### config.mk
export PLATFORM = sky130hd
export DESIGN_NAME = uart_receiver
export DESIGN_NICKNAME = d
export VERILOG_FILES = /design/src/rtl/uart_receiver.sv
export SDC_FILE = /design/constraint.sdc
export NUM_CORES = 1
export LEC_CHECK = 0
export CORE_ASPECT_RATIO = 0.75
export CORE_UTILIZATION = 62
export DETAILED_ROUTE_END_ITERATION = 8
export DONT_BUFFER_PORTS = 1
export GPL_TIMING_DRIVEN = 0
export PLACE_DENSITY = 0.78
export SYNTH_ARGS = -nofsm -noshare
export SYNTH_HDL_FRONTEND = slang
export SYNTH_SLANG_ARGS = --single-unit
### constraint.sdc
create_clock -name clk -period 2.3 [get_ports clk]
set_input_delay 0.46 -clock clk [delete_from_list [all_inputs] [get_ports clk]]
set_output_delay 0.46 -clock clk [all_outputs]
set_load 0.01 [all_outputs]
### src/rtl/uart_receiver.sv
// rtl/uart_receiver.sv - UART receive FSM: oversampled start detection, LSB-first data,
// even parity and stop-bit checks, one-clk valid strobe with held per-frame results.
module uart_receiver #(
  parameter int DATA_BITS  = 8,
  parameter int OVERSAMPLE = 16,
  parameter int MID_SAMPLE = 7
) (
  input  logic                 clk,
  input  logic                 reset,
  input  logic                 sample_ENABLE,
  input  logic                 Rx_EN,
  input  logic                 RxD,
  output logic [DATA_BITS-1:0] Rx_DATA,
  output logic                 Rx_VALID,
  output logic                 Rx_PERROR,
  output logic                 Rx_FERROR
);
  localparam int TW = $clog2(OVERSAMPLE);
  localparam int BW = $clog2(DATA_BITS + 1);
  localparam logic [TW-1:0] TICK_LAST = TW'(OVERSAMPLE - 1);
  localparam logic [TW-1:0] TICK_MID  = TW'(MID_SAMPLE);
  localparam logic [BW-1:0] BIT_LAST  = BW'(DATA_BITS - 1);

  typedef enum logic [2:0] {IDLE, START, DATA, PARITY, STOP, WAIT_HIGH} state_t;

  state_t               state, state_nxt;
  logic                 rxd_meta, rxd_s;
  logic [TW-1:0]        tick_cnt, tick_nxt;
  logic [BW-1:0]        bit_cnt, bit_nxt;
  logic [DATA_BITS-1:0] shift_reg, shift_nxt;
  logic                 perr, perr_nxt;
  logic                 done;
  logic                 at_last;

  always_ff @(posedge clk or negedge reset) begin
    if (!reset) begin
      rxd_meta <= 1'b1;
      rxd_s    <= 1'b1;
    end else begin
      rxd_meta <= RxD;
      rxd_s    <= rxd_meta;
    end
  end

  assign at_last = (tick_cnt == TICK_LAST);

  always_ff @(posedge clk or negedge reset) begin
    if (!reset) begin
      state     <= IDLE;
      tick_cnt  <= '0;
      bit_cnt   <= '0;
      shift_reg <= '0;
      perr      <= 1'b0;
    end else begin
      state     <= state_nxt;
      tick_cnt  <= tick_nxt;
      bit_cnt   <= bit_nxt;
      shift_reg <= shift_nxt;
      perr      <= perr_nxt;
    end
  end

  always_comb begin
    state_nxt = state;
    tick_nxt  = tick_cnt;
    bit_nxt   = bit_cnt;
    shift_nxt = shift_reg;
    perr_nxt  = perr;
    done      = 1'b0;
    if (!Rx_EN) begin
      state_nxt = IDLE;
      tick_nxt  = '0;
      bit_nxt   = '0;
    end else if (sample_ENABLE) begin
      unique case (state)
        IDLE: begin
          if (!rxd_s) begin
            state_nxt = START;
            tick_nxt  = '0;
          end
        end
        START: begin
          if (tick_cnt == TICK_MID) begin
            tick_nxt  = '0;
            bit_nxt   = '0;
            state_nxt = rxd_s ? IDLE : DATA;
          end else begin
            tick_nxt = tick_cnt + TW'(1);
          end
        end
        DATA: begin
          tick_nxt = at_last ? '0 : tick_cnt + TW'(1);
          if (at_last) begin
            shift_nxt = {rxd_s, shift_reg[DATA_BITS-1:1]};
            if (bit_cnt == BIT_LAST) state_nxt = PARITY;
            else                     bit_nxt   = bit_cnt + BW'(1);
          end
        end
        PARITY: begin
          tick_nxt = at_last ? '0 : tick_cnt + TW'(1);
          if (at_last) begin
            perr_nxt  = rxd_s ^ (^shift_reg);
            state_nxt = STOP;
          end
        end
        STOP: begin
          tick_nxt = at_last ? '0 : tick_cnt + TW'(1);
          if (at_last) begin
            done      = 1'b1;
            // A low stop bit means the line may still be held low; wait for it to rise.
            state_nxt = rxd_s ? IDLE : WAIT_HIGH;
          end
        end
        WAIT_HIGH: begin
          if (rxd_s) state_nxt = IDLE;
        end
        default: state_nxt = IDLE;
      endcase
    end
  end

  always_ff @(posedge clk or negedge reset) begin
    if (!reset) begin
      Rx_DATA   <= '0;
      Rx_VALID  <= 1'b0;
      Rx_PERROR <= 1'b0;
      Rx_FERROR <= 1'b0;
    end else begin
      Rx_VALID <= done;
      if (done) begin
        Rx_DATA   <= shift_reg;
        Rx_PERROR <= perr;
        Rx_FERROR <= ~rxd_s;
      end
    end
  end
endmodule
## After elaboration in Yosys (flattened, before gate mapping)

Index checks and enable logic that the tools add are counted.

- Bits in registers: 33
- Latch bits: 0
- RAM bits: 0
- Memory bits (read-only): 0
- Input port bits: 5
- Output and inout port bits: 11
- Memories kept: 0

- Add/subtract/negate cells: 2
- Multiply operators: 0
- Divide/modulo/power cells: 0
- Magnitude comparators: 0
- Eq/ne operators: 19
- Shifts and indexed selects: 0
- Multiplexer cells: 28
- Bitwise logic cells: 2
- Reduce and logical (&&, ||, !) cells: 8

Operators with widths:

| operator | number |
|---|---|
| 2-to-1 mux 4 bit | 10 |
| 2-to-1 mux 3 bit | 10 |
| != test 3 bit (second input constant) | 8 |
| case mux 3 bit (6 select lines) | 1 |
| case mux 4 bit (3 select lines) | 1 |
| adder 4 x 1 -> 4 bit (second input constant) | 2 |
| == test 4 x 3 -> 1 bit (second input constant) | 2 |
| case mux 4 bit (2 select lines) | 1 |
| AND reduction 4 bit | 2 |
| AND reduction 8 bit | 1 |
| parity 8 bit | 1 |
| == test 3 x 2 -> 1 bit (second input constant) | 2 |
| == test 3 bit (second input constant) | 2 |
| AND reduction 5 bit | 1 |
| == test 4 bit (second input constant) | 1 |
| 2-to-1 mux 1 bit | 4 |
| != test 4 x 2 -> 1 bit (second input constant) | 1 |
| == test 3 x 1 -> 1 bit (second input constant) | 1 |
| zero test 3 bit | 1 |
| != test 3 x 1 -> 1 bit (second input constant) | 1 |
| AND reduction 3 bit | 1 |
| OR reduction 3 bit | 1 |
| 2-to-1 mux 2 bit | 1 |
| != test 2 bit (second input constant) | 1 |
| other kinds (2) | 2 |

## Logic depth before layout (Yosys ltp)

- Depth after elaboration: 6
- Depth in mapped cells: 6

## Least setup slack after synthesis

Ideal clock, no wire load.

- Path kind: reg2reg
- Start: reg rxd_s
- End: reg tick_cnt[3]
- Arrival: 1.669 ns
- Required time: 2.174 ns
- Path slack: 0.505 ns
- Stages on the path, launching flop included: 5
- Path buffers: 0
- Cell sequence: dfstp_2 or4b_4 a31oi_4 nor3_1 a221o_1

- Longest elaborated chain between the ends: 2

Ends and longest elaborated chain:

| element | RTL line | source |
|---|---|---|
| start, declared | 27 | `logic rxd_meta, rxd_s;` |
| start signal, assigned | 41 | `rxd_s <= rxd_meta;` |
| != test 3 bit (no line) | -- |  |
| AND reduction 3 bit (no line) | -- |  |
| end signal, assigned | 56 | `tick_cnt <= tick_nxt;` |
| end, declared | 28 | `logic [TW-1:0] tick_cnt, tick_nxt;` |

No other way between the ends.
A chain may end at the register's enable or synchronous reset.

## Final worst setup path

- Start: reg tick_cnt[0]
- End: reg shift_reg[7]

- Longest elaborated chain between the ends: 2

Ends and longest elaborated chain:

| element | RTL line | source |
|---|---|---|
| == test 4 bit | 45 | `assign at_last = (tick_cnt == TICK_LAST);` |
| AND reduction 4 bit (no line) | -- |  |
| end signal, assigned | 58 | `shift_reg <= shift_nxt;` |
| end, declared | 30 | `logic [DATA_BITS-1:0] shift_reg, shift_nxt;` |

No other way between the ends.

==> results by group <==
Worst setup path
  • Crit Path Category: register to register
  • Critical-path maximum fanout: 10
  • Worst setup SP type: register
  • Crit end category: register
  • Critical Path RT: 2.53 ns
  • CP arrival: 2.30 ns
  • RR Startpoint: tick_cnt[0]$_DFFE_PN0P_
  • Critical Path Start: tick_cnt[0]$_DFFE_PN0P_
  • Terminus of the critical flop-to-flop path: shift_reg[7]$_DFFE_PN0P_
  • Reg2reg setup slack: 0.23 ns
  • Worst reg2reg path depth: 5

Power
  • Worst IR Drop VDD: 422 uV
  • Tot Pwr: 0.968 mW
  • P_leak: 0.830 nW
  • Pwr per Cell Area: 540 nW/um2

Layout
  • Most common cell after layout, fill and taps aside: dfrtp_1
  • Layout cells sized above 1: 25.6%
  • P&R area growth vs syn: 7.67%
  • Final nets: 162
  • Commonest non-fill, non-tap cells in the layout: dfrtp_1, mux2_2, nand2_1
  • Diodes inserted: 0
  • Fin util: 74.0%
  • Non-Filler Instances: 190
  • Final instance area: 1790 um2

Die
  • Core area: 2420 um2
  • Starting density of the core: 68.7%
  • Die Y-Extent: 46.9 um
  • IO Count: 16
  • Die width: 61.8 um
  • Row count: 15
  • Total die area: 2900 um2

Synthesis
  • Cells after Synth: 146
  • Syn Nets: 153
  • Synth warn: 0
  • EDFF count, synth: 0
  • Post-Synthesis Cell Area: 1660 um2
  • Post-synth ARST share: 100%
  • Top_reg_cell synth: dfrtp_1
  • Synth Area per Inst: 11.4 um2
  • Largest family of logic cells by synthesized area: simple AND/OR/NAND/NOR gates
  • Synth Area in Adders: 1.50%
  • Simple-Gate Fraction of Synth Area: 15.5%
  • Compound-cell area share of the yosys netlist: 11.7%
  • Sequential share of the synthesized area: 49.8%
  • Yosys reg bits: 33
  • Xor/xnor share of the synthesized area: 5.04%
  • Synth cell types: 43
  • Mux share of post-synthesis cell area: 12.1%

Timing
  • Post-layout min period: 2.07 ns
  • Final Hold Vio Count: 0
  • Clock skew: 0.00674 ns
  • Final Slew Violations: 0
  • Slew margin rel.: 64.1%
  • Final setup TNS: 0 ns
  • RSZ-0062 raised after global routing: no
  • Fmax: 483 MHz
  • Final Setup Violations: 0
  • Worst slew pin tran: 0.533 ns
  • Final period util: 89.9%

Min path
  • HP Class: primary input to register
  • Hold depth: 0
  • Hold path start: RxD
  • Hold endpoint: rxd_meta$_DFF_PN1_

Placed design
  • HPWL Detailed: 2.17 mm
  • Cells after DPL: 180
  • Routability congestion estimate: 0.868
  • Dpl cell area: 1710 um2
  • PortBufs: 0

Global route
  • Vias in the first global route: 1023
  • First-pass GRT wire length: 4.95 mm
  • Antenna violations before repair: 0
  • Total grt overflow: 0
  • Total track usage: 25.3%
  • Largest net degree at the start of global routing: 34

Clocking
  • Clk root buf: clkbuf_4
  • Cts bufs inserted: 5
  • CTS max path bufs: 2
  • Clk pin slew, worst setup/hold paths: 0.10 ns
  • Post-CTS Setup Bufs: 0
  • Htree depth: 2
  • CTS tree: done
  • Hold buffers post-CTS: 2
  • Post-CTS Resized: 0
  • Clk Latency, worst-skew pair: 0.34 ns
  • Num Clock Sinks: 33

Status
  • Outcome: complete, no violations

Drt
  • TritonRoute pass-1 iters: 4
  • Routed wire length: 3.15 mm
  • ANT nets after route: 0
  • Routed vias: 1150
  • Number of remaining DRC errors: 0
  • Via/cell ratio: 6.05
  • 1st-iter DRT viols: 116
  • Wire per inst: 16.6 um

Run
  • Max Cap Viol: 0
synthesized netlist by cell type, types with 3 or more instances:
| cell type | number | area, um2 |
|---|---|---|
| dfrtp_1 | 31 | 776 |
| mux2_2 | 17 | 191 |
| nand2_1 | 10 | 37.5 |
| o21ai_0 | 7 | 35.0 |
| a21oi_1 | 6 | 30.0 |
| a31oi_1 | 6 | 37.5 |
| inv_1 | 6 | 22.5 |
| xnor2_1 | 6 | 52.6 |
| nor3_1 | 5 | 25.0 |
| nand2b_1 | 4 | 25.0 |
| nor2_1 | 4 | 15.0 |
| buf_2 | 3 | 15.0 |
| nand3_1 | 3 | 15.0 |
worst max-delay path by stage:
stage / to / slack (ns) / cells past startpoint
floorplan: tick_cnt[3]$_DFFE_PN0P_ / 0.51 / 4
global placement: shift_reg[6]$_DFFE_PN0P_ / 0.28 / 5
detailed placement: shift_reg[7]$_DFFE_PN0P_ / 0.28 / 5
CTS: shift_reg[7]$_DFFE_PN0P_ / 0.26 / 5
global route: shift_reg[7]$_DFFE_PN0P_ / 0.11 / 5
finish: shift_reg[7]$_DFFE_PN0P_ / 0.23 / 5
critical path: stages, from the launching register on:
cell and delay (ns):
dfrtp_1 0.40, ha_1 0.30, and4_1 0.30, nor4b_2 0.27
buf_2 0.31, mux2_2 0.37
per-stage QoR:
stage / setup WS, ns / hold WS [ns]
2_1_floorplan: 0.505 / 0.164
3_3_place_gp: 0.285 / 0.165
3_5_place_dp: 0.285 / 0.165
4_1_cts: 0.256 / 0.101
5_1_grt: 0.113 / 0.0937
6_report: 0.232 / 0.108
report_power, final:
group          internal, mW  switching (mW)  total, mW
Combinational        0.0213          0.0337     0.0549
Clock                 0.115           0.205      0.320
Sequential            0.586         0.00690      0.592
kinds of logic (layout without fill, tap and decap cells):
logic type / Yosys count / in the layout
flip-flops: 33 / 33
XOR/XNOR: 8 / 8
AND/OR/NAND/NOR: 43 / 43
buffers and inverters: 13 / 23
adder cells (fa/ha/maj): 2 / 2
AO/OA/AOI/OAI: 29 / 29
multiplexers: 18 / 18
per-layer routing:
| metal | global-route usage (%) | part of all wire (%) |
|---|---|---|
| met1 | 38.8 | 51 |
| met2 | 33.1 | 42 |
| met3 | 7.16 | 5.5 |
| met4 | 10.7 | 1.3 |
| met5 | 0 | 0 |
area by class of cell:
type / instances / area, um2
inverters: 6 / 22.5
multi-input cells: 100 / 762
clock inverters: 3 / 17.5
well taps: 34 / 42.5
repair buffers: 2 / 30.0
fillers: 164 / 629
flip-flops and latches: 33 / 828
plain buffers: 7 / 51.3
clock buffers: 5 / 37.5
(Power assumes the default switching activity.)
